## config.mk

```make
export PLATFORM = sky130hd
export DESIGN_NAME = om_sel_stage
export DESIGN_NICKNAME = d
export VERILOG_FILES = /design/src/rtl/om_pkg.sv /design/src/rtl/om_csa42.sv /design/src/rtl/om_sel_stage.sv
export SDC_FILE = /design/constraint.sdc
export NUM_CORES = 1
export LEC_CHECK = 0
export BUFFER_PORTS_ARGS = -buffer_cell sky130_fd_sc_hd__buf_2
export CAP_MARGIN = 20
export CORE_ASPECT_RATIO = 1.2
export CORE_UTILIZATION = 40
export DETAILED_ROUTE_END_ITERATION = 10
export PLACE_DENSITY = 0.68
export SYNTH_ARGS = -nofsm -noshare
export SYNTH_HDL_FRONTEND = slang
export SYNTH_SLANG_ARGS = --single-unit
```

## constraint.sdc

```tcl
create_clock -name clk -period 3.95 [get_ports clk]
set_clock_uncertainty 0.1 [all_clocks]
set_input_delay 0.1975 -clock clk [delete_from_list [all_inputs] [get_ports clk]]
set_output_delay 0.1975 -clock clk [all_outputs]
set_load 0.005 [all_outputs]
```

## src/rtl/om_pkg.sv

```systemverilog
// Shared definitions for the online-multiplier selection stage: digit codes,
// FSM state encoding and a digit decode helper.
package om_pkg;

  localparam logic [1:0] DIG_POS  = 2'b10;
  localparam logic [1:0] DIG_NEG  = 2'b01;
  localparam logic [1:0] DIG_ZERO = 2'b00;

  typedef enum logic [1:0] {
    IDLE = 2'd0,
    FILL = 2'd1,
    RUN  = 2'd2,
    DONE = 2'd3
  } state_e;

  // {p,n} borrow-save digit to its signed value; 11 is never produced and decodes as 0.
  function automatic logic signed [1:0] dig_val(input logic [1:0] d);
    case (d)
      DIG_POS: dig_val = 2'sb01;
      DIG_NEG: dig_val = 2'sb11;
      default: dig_val = 2'sb00;
    endcase
  endfunction

endpackage

```

## src/rtl/om_csa42.sv

```systemverilog
// 4:2 carry-save compressor built from two 3:2 layers; all arithmetic is mod 2^W.
module om_csa42 #(
  parameter int W = 6
) (
  input  logic [W-1:0] a_i,
  input  logic [W-1:0] b_i,
  input  logic [W-1:0] c_i,
  input  logic [W-1:0] d_i,
  output logic [W-1:0] sum_o,
  output logic [W-1:0] carry_o
);

  logic [W-1:0] s1, maj1, c1, maj2;

  assign s1   = a_i ^ b_i ^ c_i;
  assign maj1 = (a_i & b_i) | (a_i & c_i) | (b_i & c_i);
  assign c1   = maj1 << 1;

  assign sum_o   = s1 ^ c1 ^ d_i;
  assign maj2    = (s1 & c1) | (s1 & d_i) | (c1 & d_i);
  assign carry_o = maj2 << 1;

endmodule

```

## src/rtl/om_sel_stage.sv

```systemverilog
// Radix-2 online-multiplier selection/residual stage: absorbs (ws_in, wc_in) per
// accept, selects one digit in {-1,0,+1} MSD first. Optional check: OM_SEL_OVF_CHK_EN.
module om_sel_stage
  import om_pkg::*;
#(
  parameter int N_DIGITS = 8,
  parameter int DELTA    = 2,
  parameter int W        = 6,
  parameter int EST_BITS = 4
) (
  input  logic         clk,
  input  logic         rst,
  input  logic         start,
  input  logic         in_valid,
  output logic         in_ready,
  input  logic [W-1:0] ws_in,
  input  logic [W-1:0] wc_in,
  output logic [1:0]   z_out,
  output logic         z_valid,
  output logic         z_last,
  output logic         busy,
  output logic         done,
  output logic         ovf
);

  localparam int CNT_W = $clog2(N_DIGITS + 1);
  localparam logic signed [EST_BITS-1:0] EST_HI = EST_BITS'(2);
  localparam logic signed [EST_BITS-1:0] EST_LO = -EST_BITS'(2);

  state_e             state_q;
  logic [CNT_W-1:0]   cnt_q;
  logic [W-1:0]       ws_q, wc_q;
  logic [1:0]         z_q;
  logic               z_valid_q, z_last_q, done_q;

  logic [W-1:0]               vs, vc, vsum;
  logic signed [W-1:0]        zw, resid;
  logic signed [EST_BITS-1:0] est;
  logic [1:0]                 dig_sel, dig_c;
  logic                       accept;

  om_csa42 #(.W(W)) u_csa (
    .a_i     (ws_q << 1),
    .b_i     (wc_q << 1),
    .c_i     (ws_in),
    .d_i     (wc_in),
    .sum_o   (vs),
    .carry_o (vc)
  );

  assign vsum = vs + vc;
  assign est  = vsum[W-1 -: EST_BITS];

  always_comb begin
    dig_sel = DIG_ZERO;
    if (est >= EST_HI)     dig_sel = DIG_POS;
    else if (est < EST_LO) dig_sel = DIG_NEG;
  end

  assign dig_c  = (state_q == RUN) ? dig_sel : DIG_ZERO;
  // A digit of 1.0 sits at bit W-2 (two integer bits above the fraction).
  assign zw     = W'(dig_val(dig_c)) <<< (W - 2);
  assign resid  = vsum - zw;
  assign accept = in_valid & in_ready;

  assign in_ready = (state_q == FILL) || (state_q == RUN);
  assign busy     = (state_q != IDLE);
  assign z_out    = z_q;
  assign z_valid  = z_valid_q;
  assign z_last   = z_last_q;
  assign done     = done_q;

`ifdef OM_SEL_OVF_CHK_EN
  logic ovf_q;
  assign ovf = ovf_q;
`else
  assign ovf = 1'b0;
`endif

  always_ff @(posedge clk) begin
    if (rst) begin
      state_q   <= IDLE;
      cnt_q     <= '0;
      ws_q      <= '0;
      wc_q      <= '0;
      z_q       <= DIG_ZERO;
      z_valid_q <= 1'b0;
      z_last_q  <= 1'b0;
      done_q    <= 1'b0;
`ifdef OM_SEL_OVF_CHK_EN
      ovf_q     <= 1'b0;
`endif
    end else begin
      z_valid_q <= 1'b0;
      z_last_q  <= 1'b0;
      done_q    <= 1'b0;
      if (accept) begin
        // Residual is re-normalised into ws after selection; wc restarts at 0.
        ws_q <= resid;
        wc_q <= '0;
`ifdef OM_SEL_OVF_CHK_EN
        if (resid[W-1] != resid[W-2]) ovf_q <= 1'b1;
`endif
      end
      case (state_q)
        IDLE: begin
          if (start) begin
            state_q <= FILL;
            cnt_q   <= '0;
            ws_q    <= '0;
            wc_q    <= '0;
`ifdef OM_SEL_OVF_CHK_EN
            ovf_q   <= 1'b0;
`endif
          end
        end
        FILL: begin
          if (accept) begin
            z_q <= DIG_ZERO;
            if (cnt_q == CNT_W'(DELTA - 1)) begin
              state_q <= RUN;
              cnt_q   <= '0;
            end else begin
              cnt_q <= cnt_q + CNT_W'(1);
            end
          end
        end
        RUN: begin
          if (accept) begin
            z_q       <= dig_c;
            z_valid_q <= 1'b1;
            if (cnt_q == CNT_W'(N_DIGITS - 1)) begin
              z_last_q <= 1'b1;
              state_q  <= DONE;
              cnt_q    <= '0;
            end else begin
              cnt_q <= cnt_q + CNT_W'(1);
            end
          end
        end
        default: begin
          state_q <= IDLE;
          done_q  <= 1'b1;
        end
      endcase
    end
  end

endmodule

```

==> results.md <==
- Count of input and output buffers: 22
- Clk root buf: clkbuf_8
- Reg-to-Reg End: ws_q[4]
- Critical-path maximum fanout: 3
- Unrepaired setup endpoints after global routing: no
- Routed wire length: 2.81 mm
- Antenna violations before repair: 0
- Sequential share of the synthesized area: 0.292
- Post-CTS setup buffers: 0
- Max frequency: 0.332 GHz
- GRT Residual Overflow: 0
- Num ports: 24
- Synth cell types: 44
- Place WS: 0.947 ns
- Pleak: 0.000729 uW
- Initial drt markers: 22
- Routed Antenna Nets: 0
- Primary FF master, synth: dfxtp_1
- Post-Synthesis Cell Area: 0.00144 mm^2
- Initial Util: 0.423
- Crit path time final: 3.01 ns
- Clock insertion delay at the later pin of the skew report: 0.26 ns
- Drt wl/cell: 12.6 um
- Fraction of registers with async set/reset: 0
- Vias: 1,126
- Synth Instances: 163
- Vias in the first global route: 1,180
- Slowest stage delay, CP: 0.58 ns
- Worst-case clock buffer depth: 2
- Detailed placement HPWL: 2.21 mm
- Max VDD drop: 0.295 mV
- Core area: 0.00340 mm^2
- Overall Global Routing Usage: 0.169
- Placed cell count: 218
- Syn Area/Cell: 8.82 um^2
- Fill count: 342
- Post-synth EDFFs: 0
- CP Launch Type: flop
- H-tree Lvls: 1
- Crit-path cells: inv_1 -> fa_1 -> fa_1 -> inv_1 -> ha_1 -> a211oi_1 -> nor2_1 -> xnor2_1 -> o21ai_0 -> o221a_1
- Cts hold-fix bufs: 0
- GP Congestion: 0.891
- Post-synthesis register bit count: 21
- Crit path kind: reg2reg
- Worst EP required: 4.00 ns
- Final nets: 222
- Setup TNS: 0 ns
- Syn nets: 199
- End of the critical path: ws_q[4]
- Worst reg2reg setup slack: 0.94 ns
- Hold_ws: 0.169 ns
- Ant diodes: 0
- Ys Warns: 0
- Cell Rows: 23
- Crit path DAT: 3.06 ns
- DRT Pass-1 Iters: 7
- Num CTS Buffers: 3
- Clock Sinks: 21
- Failing checks: DRC
- Die X: 56.7 um
- CP Launch Point: wc_q[1]
- Layout area overhead: 12.2%
- Final non-filler cell total: 222
- Hold Crit Class: in2reg
- CTS tree: yes
- Pin count of the biggest net entering global routing: 14
- Reg2Reg Depth: 10
- Via/cell ratio: 5.07
- Fin. max-slew vios: 0
- Setup violations, final: 0
- First-pass GRT wire length: 4.98 mm
- Post-CTS Resized: 0
- Max-Cap Viols: 0
- Final period util: 0.762
- DRC viols: 5
- Die height: 67.7 um
- Layout cells sized above 1: 0.168
- Final Worst Setup Slack: 0.941 ns
- Clock-pin slew on the worst setup and hold paths: 0.08 ns
- Worst r2r src: wc_q[1]
- Slowest cell on crit path: fa_1
- Power density cells: 483 mW/mm^2
- Hold Fails Final Rpt: 0
- Final Core Density: 0.475
- Die area: 0.00384 mm^2
- CP Capture Type: flop
- Status: finished, violations left
worst min-delay path by stage:
stage               startpoint  cells after the start          to
global route               rst                      2  state_q[1]
CTS                        rst                      2  state_q[0]
floorplan                  rst                      3    z_out[0]
detailed placement     ws_q[1]                      2     ws_q[1]
global placement       ws_q[1]                      2     ws_q[1]
finish                     rst                      2    cnt_q[1]
Yosys cell counts (all sizes together), types with 2 or more instances:
| library cell | number | area, um^2 |
|---|---|---|
| inv | 26 | 97.6 |
| dfxtp | 21 | 420 |
| nor2 | 16 | 60.1 |
| a21oi | 13 | 72.6 |
| ha | 12 | 150 |
| nand2 | 11 | 41.3 |
| fa | 8 | 160 |
| nand2b | 5 | 31.3 |
| nand3b | 5 | 37.5 |
| nor3 | 4 | 20.0 |
| xnor2 | 4 | 35.0 |
| xor2 | 4 | 35.0 |
| buf | 3 | 22.5 |
| a21o | 2 | 16.3 |
| a31oi | 2 | 12.5 |
| and2 | 2 | 12.5 |
| and3 | 2 | 12.5 |
| nor3b | 2 | 20.0 |
| o211ai | 2 | 20.0 |
per-stage QoR:
stage	power [uW]	area, um^2
floorplan	554	1440
global placement	638	1570
detailed placement	644	1570
CTS	789	1610
global route	853	1610
finish	780	1610
layout by cell type (no fill, tap or decap), types with 2 or more instances in the layout:
cell	synthesis	routed
nand2_1	11	11
nand2b_1	5	5
nor3_1	4	4
dfxtp_1	21	21
a21oi_2	2	2
a21oi_1	11	11
xor2_1	4	4
buf_2	0	22
and2_1	2	2
inv_1	26	26
nand3b_1	5	5
a31oi_1	2	2
clkbuf_8	0	3
fa_1	8	8
and3_1	2	2
ha_1	12	12
xnor2_1	4	4
nor2_1	16	16
registers in the layout, indices dropped and copies added, names as in the netlist:
register  cells
ws_q          5
done          1
wc_q          5
z_out         2
z_last        1
cnt_q         4
state_q       2
z_valid       1
critical path, delay by kind of cell, from the launching register on:
| family | cells | cell delay (ns) |
|---|---|---|
| flops | 1 | 0.31 |
| fa+ha+maj | 3 | 1.33 |
| buf+inv | 2 | 0.12 |
| simple gates | 1 | 0.11 |
| xor+xnor | 1 | 0.24 |
| compound gates | 3 | 0.69 |
area by class of cell:
cell class                 instances  area [um^2]  share of cell area
multi-input combinational        112          893               0.554
sequential                        21          420               0.261
timing repair buffer              22          110              0.0683
inverter                          26         97.6              0.0605
tap                               37         46.3              0.0287
clock buffer                       4         45.0              0.0279
logic make-up (layout without fill, tap and decap cells):
kind of cell,after synthesis,after routing,share of synthesized area
DFF,21,21,0.292
other,1,1,0.00261
and+or+nand+nor,53,53,0.196
AOI/OAI and AO/OA,28,28,0.136
adders and majority gates,20,20,0.216
buffers and inverters,30,52,0.0862
muxes,1,1,0.00696
xor gates and xnor gates,9,9,0.0644
routing by layer:
layer | wire [um] | vias to the layer above | GRT usage
li1 | - | 574 | -
met1 | 1240 | 530 | 0.189
met2 | 1470 | 18 | 0.326
met3 | 80 | 4 | 0.0230
met4 | 23 | 0 | 0.0594
met5 | 0 | - | 0
power by group:
group	internal [uW]	total [uW]	switching (uW)
registers	230	245	14.8
logic	163	393	229
clock network	71.9	142	70.1
total	466	780	314
No activity file was read; power rests on OpenSTA's default activity.
